$ cat src/rtl/next_pc_unit.sv
// next_pc_unit: next-PC selection and bounded return-address stack.
// State updates on the falling edge of Clk (the same edge on which the PC
// register loads Next_PC). Clear_n is an asynchronous active-low reset.
// Optional build macro NEXTPC_STACK_WRAP_EN: when defined, a CALL on a full
// stack overwrites the oldest entry (circular stack) instead of faulting.
module next_pc_unit #(
  parameter int unsigned DEPTH = 4
) (
  input  logic       Clk,
  input  logic       Clear_n,
  input  logic [7:0] PC,
  input  logic [2:0] Op,
  input  logic       Cond,
  input  logic [7:0] Target,
  input  logic       Stall,
  output logic [7:0] Next_PC,
  output logic [4:0] Depth,
  output logic       Err
);

  localparam int unsigned PW = (DEPTH > 1) ? $clog2(DEPTH) : 1;

`ifdef NEXTPC_STACK_WRAP_EN
  localparam bit WRAP_EN = 1'b1;
`else
  localparam bit WRAP_EN = 1'b0;
`endif

  typedef enum logic [2:0] {
    OP_SEQ  = 3'd0,
    OP_BRC  = 3'd1,
    OP_JMP  = 3'd2,
    OP_CALL = 3'd3,
    OP_RET  = 3'd4
  } op_e;

  logic [7:0]    stack_mem [DEPTH];
  logic [PW-1:0] wr_ptr;
  logic [PW-1:0] wr_ptr_inc;
  logic [PW-1:0] top_ptr;
  logic [4:0]    count;
  logic [7:0]    pc_inc;
  logic [7:0]    top_data;
  logic          stack_empty;
  logic          stack_full;
  logic          is_call;
  logic          is_ret;
  logic          push_en;
  logic          pop_en;
  logic          err_set;

  // Stack pointer arithmetic modulo DEPTH; wr_ptr names the next free slot,
  // so the top entry always sits one slot below it (circularly).
  always_comb begin
    wr_ptr_inc  = (wr_ptr == PW'(DEPTH - 1)) ? '0 : wr_ptr + 1'b1;
    top_ptr     = (wr_ptr == '0) ? PW'(DEPTH - 1) : wr_ptr - 1'b1;
    top_data    = stack_mem[top_ptr];
    stack_empty = (count == '0);
    stack_full  = (count == 5'(DEPTH));
    pc_inc      = PC + 8'd1;
  end

  // Decode which stack action (if any) the falling edge will perform.
  always_comb begin
    is_call = !Stall && (Op == OP_CALL);
    is_ret  = !Stall && (Op == OP_RET);
    push_en = is_call && (!stack_full || WRAP_EN);
    pop_en  = is_ret && !stack_empty;
    err_set = (is_ret && stack_empty) || (is_call && stack_full && !WRAP_EN);
  end

  // Combinational next-PC select; an 8-bit offset added modulo 256 is already
  // its own sign extension, so BRC is simply PC+1+Target.
  always_comb begin
    Next_PC = pc_inc;
    if (!Clear_n) begin
      Next_PC = 8'h00;
    end else if (Stall) begin
      Next_PC = PC;
    end else begin
      case (Op)
        OP_BRC:  Next_PC = Cond ? (pc_inc + Target) : pc_inc;
        OP_JMP:  Next_PC = Target;
        OP_CALL: Next_PC = Target;
        OP_RET:  Next_PC = stack_empty ? pc_inc : top_data;
        default: Next_PC = pc_inc;
      endcase
    end
  end

  // Stack entry storage; contents are don't-care after reset.
  always_ff @(negedge Clk) begin
    if (push_en) begin
      stack_mem[wr_ptr] <= pc_inc;
    end
  end

  // Pointer, occupancy and sticky fault flag.
  always_ff @(negedge Clk or negedge Clear_n) begin
    if (!Clear_n) begin
      wr_ptr <= '0;
      count  <= '0;
      Err    <= 1'b0;
    end else begin
      if (push_en) begin
        wr_ptr <= wr_ptr_inc;
        if (!stack_full) begin
          count <= count + 5'd1;
        end
      end else if (pop_en) begin
        wr_ptr <= top_ptr;
        count  <= count - 5'd1;
      end
      if (err_set) begin
        Err <= 1'b1;
      end
    end
  end

  assign Depth = count;

endmodule

$ cat config.mk
export PLATFORM = sky130hd
export DESIGN_NAME = next_pc_unit
export DESIGN_NICKNAME = d
export VERILOG_FILES = /design/src/rtl/next_pc_unit.sv
export SDC_FILE = /design/constraint.sdc
export NUM_CORES = 1
export LEC_CHECK = 0
export ABC_AREA = 1
export CAP_MARGIN = 5
export CORE_MARGIN = 2
export CORE_UTILIZATION = 39
export CTS_BUF_LIST = sky130_fd_sc_hd__clkbuf_8
export CTS_CLUSTER_DIAMETER = 50
export DETAILED_ROUTE_END_ITERATION = 10
export PLACE_DENSITY = 0.59
export SYNTH_ARGS = -nofsm -noshare
export SYNTH_HDL_FRONTEND = slang
export SYNTH_SLANG_ARGS = --single-unit
$ cat constraint.sdc
create_clock -name Clk -period 6.1 [get_ports Clk]
set_clock_uncertainty 0.1 [all_clocks]
set_input_delay 0.61 -clock Clk [delete_from_list [all_inputs] [get_ports Clk]]
set_output_delay 0.61 -clock Clk [all_outputs]
set_load 0.05 [all_outputs]
After elaboration in Yosys (flattened, before gate mapping). Memories as Yosys holds them, arrays and structs flattened. Cells that the tools add are included.

Register bits: 8. Bits in writable memories: 32. Output and inout bits: 14. Memories: 1.

Memories: stack_mem (words 4, width 8, read ports 1, clocked after Yosys merged registers in 0, write ports 1, line 37) `logic [7:0] stack_mem [DEPTH];`.

Add/sub/neg operators: 6. Equal/unequal tests: 7. Multiplexer cells: 14. Reduce and logical (&&, ||, !) cells: 15.

Operator list (count): two-way mux 8 bit (4); case mux 8 bit (3 select lines) (1); two-way mux 5 bit (3); adder 8 x 1 -> 8 bit, second input constant (1); adder 8 bit (1); two-way mux 2 bit (4); equality test 3 x 2 -> 1 bit, second input constant (2); logical AND 1 bit (6); adder 5 x 1 -> 5 bit, second input constant (1); equality test 5 x 3 -> 1 bit, second input constant (1); logical NOT 5 bit (1); subtractor 5 x 1 -> 5 bit, second input constant (1); equality test 3 x 1 -> 1 bit, second input constant (1); equality test 3 bit, second input constant (1); logical NOT 1 bit (3); adder 2 x 1 -> 2 bit, second input constant (1); equality test 2 bit, second input constant (1); logical NOT 2 bit (1); two-way mux 1 bit (2); != test 2 bit, second input constant (1); AND reduction 2 bit (1); nonzero test 2 bit (1); OR reduction 2 bit (1); subtractor 2 x 1 -> 2 bit, second input constant (1); logical OR 1 bit (1).

Logic depth before layout (Yosys ltp). Gate-level depths: netlist (run 1). An unclocked memory read counts as a cell.

Depth in word-level cells: 7. Mapped depth: 16. Gate-level depth less buffers: 16.

==> key figures, run 1 <==
STA
  – Rel. slew slack: 0.5619
  – Max-slew violation count: 0
  – Worst Max-Slew Pin Slew: 655.1 ps
  – RSZ-0062 raised after global routing: yes
  – Final hold vios: 0
  – Setup violators final: 0
  – Final worst slack: 139.5 ps

Floorplan
  – Site Rows: 30
  – Initial Utilization: 0.4011
  – Die area: 7632 um2
  – Core Box Area: 6756 um2
  – Num ports: 37
  – Die H: 87.36 um
  – Die outline width: 87.36 um

Drt
  – 1st-iter DRT viols: 146
  – DR vias: 2377
  – Detail-routed net length per standard cell: 13.09 um
  – DRC Markers: 0
  – DRT Pass-1 Iters: 4
  – Routed WL: 6.402 mm
  – Via density: 4.861
  – Number of antenna-violating nets in the routed design: 0

Worst setup path
  – Crit path DAT: 5250 ps
  – Crit path kind: register to output pin
  – CP Capture Type: output pin
  – Highest-delay cell along the critical path: dfrtn_1
  – Reg2Reg Depth: 10
  – CP Launch Type: register
  – CP required: 5390 ps
  – Critical Path Stages: 12
  – CP cell instances: inv_1 -> ha_1 -> inv_2 -> nand2_2 -> inv_2 -> buf_4 -> nand2_1 -> a21oi_1 -> o21bai_1 -> nor2_1 -> a21oi_2 -> buf_12
  – CP Buf/Inv Count: 5
  – Most used cell, CP: inv_2
  – Worst Path Max Fanout: 9
  – Max incr delay on CP: 440 ps
  – Delay-heaviest family, CP: buffers and inverters

Layout
  – Antenna cells: 0
  – Leading cell type in the layout, fill and taps excluded: inv_1
  – Fin nets: 448
  – Most frequent cells in the layout: 70 x inv_1, 68 x nand2_1, 34 x nor2_1
  – End-of-flow core utilization: 0.5204
  – Layout cell share with drive strength beyond 1: 0.1516
  – Synth-to-Final Area Change: 29.73%

Yosys
  – Mux contribution to synthesized area: 0
  – Synth Area per Inst: 8.262 um2
  – Synth area leader: edfxtp_1
  – Post-synth cell types: 40
  – Post-synthesis adder-cell area fraction: 0.08403
  – Synthesized Nets: 368
  – Asr flop ratio synth: 0.2000
  – Mapped Cells: 328
  – Sequential area share after synthesis: 0.4284
  – EDFF count, synth: 32
  – Post-synth top area share: 0.3546
  – Yosys reg bits: 40
  – Mapped Area: 2710 um2
  – Yosys warns: 0
  – Main combinational cell family by area after synthesis: simple AND/OR/NAND/NOR gates
  – Synth Area in Compound Gates: 0.1113
  – Post-synthesis simple-gate area fraction: 0.2742
  – Most used DFF post-synth: edfxtp_1
  – Synth top area cells: edfxtp_1 35%, nand2_1 9.4%, dfrtn_1 7.4%, ha_1 6.9%, inv_1 5.4%
  – Xor/xnor cell area share of the yosys netlist: 0.02262

Place
  – Pre-CTS WS: 197.5 ps
  – HPWL after DPL: 4.924 mm
  – GPL Wtd Cong: 0.8833
  – IO buf count: 36

Status
  – Status: complete, no violations

GRT
  – Largest net degree at the start of global routing: 19
  – Vias in the first global route: 2348
  – Total GRT Usage: 0.1818
  – Global-route wire length before repair: 10.85 mm
  – Total gr overflow: 0
  – Initial antenna violation count: 0

Power and ir drop
  – PwrDens: 358.8 nW/um2
  – Peak supply drop: 0.2100 mV
  – Pleak: 0.001642 uW

Clock tree
  – Root Buffer: clkbuf_8
  – Cts hold-fix bufs: 0
  – CTS max path bufs: 2
  – CTS tree: yes
  – CTS Sinks: 40
  – Worst-path clk slew: 60 ps
  – H-tree levels: 2
  – Clk_lat worst skew: 300 ps
  – CTS buffer count: 5

Job
  – Maximum Capacitance Violations: 0

Min path
  – Hold path cells: 1
  – Hold crit path type: register to register
-- routing by layer --
metal  share of wire  routed length, um  GRT usage
met3           0.027                170    0.02559
met1            0.50               3220     0.2611
met5               0                  0          0
met4           0.011                 71    0.06573
met2            0.46               2939     0.2789
-- Yosys cell counts (2+ instances only) --
cell	n
o21bai_1	2
nand3b_1	3
nand2_1	68
xor2_1	5
inv_1	39
a21oi_1	13
nand2_2	7
dfrtn_1	8
nor2_2	3
o22ai_1	3
inv_2	7
fa_1	2
buf_2	2
edfxtp_1	32
nor2_1	37
ha_1	15
nand4_1	6
xnor2_1	2
nor2_4	3
nand3_1	23
o21ai_0	20
o21ai_1	7
nand2_4	3
clkinv_1	2
-- cells by family (layout without fill, tap and decap cells) --
| group | count (synthesis) | in the layout |
|---|---|---|
| AND/OR/NAND/NOR | 159 | 159 |
| buffers and inverters | 53 | 134 |
| XOR/XNOR | 7 | 7 |
| flip-flops | 40 | 40 |
| adder cells (fa/ha/maj) | 17 | 17 |
| AO/OA/AOI/OAI | 52 | 52 |
-- state kept, by name (all words and copies together), names as in the netlist --
name,cells
stack_mem,32
Depth,5
wr_ptr,2
Err,1
-- where the power goes --
group | total [uW] | internal, uW | switching (uW) | leakage [uW]
logic | 632 | 233 | 398 | 0.00104
registers | 362 | 333 | 28.9 | 0.000385
clock network | 267 | 112 | 155 | 0.000221
total | 1260 | 679 | 582 | 0.00164
-- final cells by class --
cell class	instances	area (um2)
fill	661	3241
multi-input combinational	235	1345
sequential	40	1161
timing repair buffer	46	510.5
inverter	48	183.9
clock inverter	35	146.4
tap	80	100.1
clock buffer	5	68.82
-- path summary, 6_finish.rpt --
kind,startpoint,end,slack [ps]
min,Err,Err,340
max in group asynchronous,Clear_n,Depth[2],1910
max reg2reg,Depth[1],Depth[4],3960
min reg2reg,Err,Err,340
max,wr_ptr[0],Next_PC[5],140
min in group asynchronous,Clear_n,wr_ptr[1],3540
-- through the flow --
step | hold slack, ps | cells | setup TNS (ps) | area (um2) | power, uW
floorplan | 424.5 | 328 | 0 | 2710 | 819.1
global placement | 331.6 | 449 | 0 | 3277 | 1012
detailed placement | 344.9 | 449 | 0 | 3277 | 1016
CTS | 345.3 | 488 | 0 | 3490 | 1262
global route | 360.5 | 489 | -46.85 | 3516 | 1369
finish | 341.6 | 489 | 0 | 3516 | 1261
-- what timing repair did --
| item | 4_1_cts | 5_1_grt |
|---|---|---|
| pin swaps | 0 | 1 |
| setup buffers | 0 | 1 |
| endpoints found under the setup margin | 2 | 8 |
| resized for setup | 1 | 6 |
Power figures use the tool's default switching activity.
==> inputs of run 2 (changes only) <==
HOLD_SLACK_MARGIN = 0.08   (was unset)
==> results of run 2 <==
No change in the layout: final DEF, timing and power equal those of run 1.
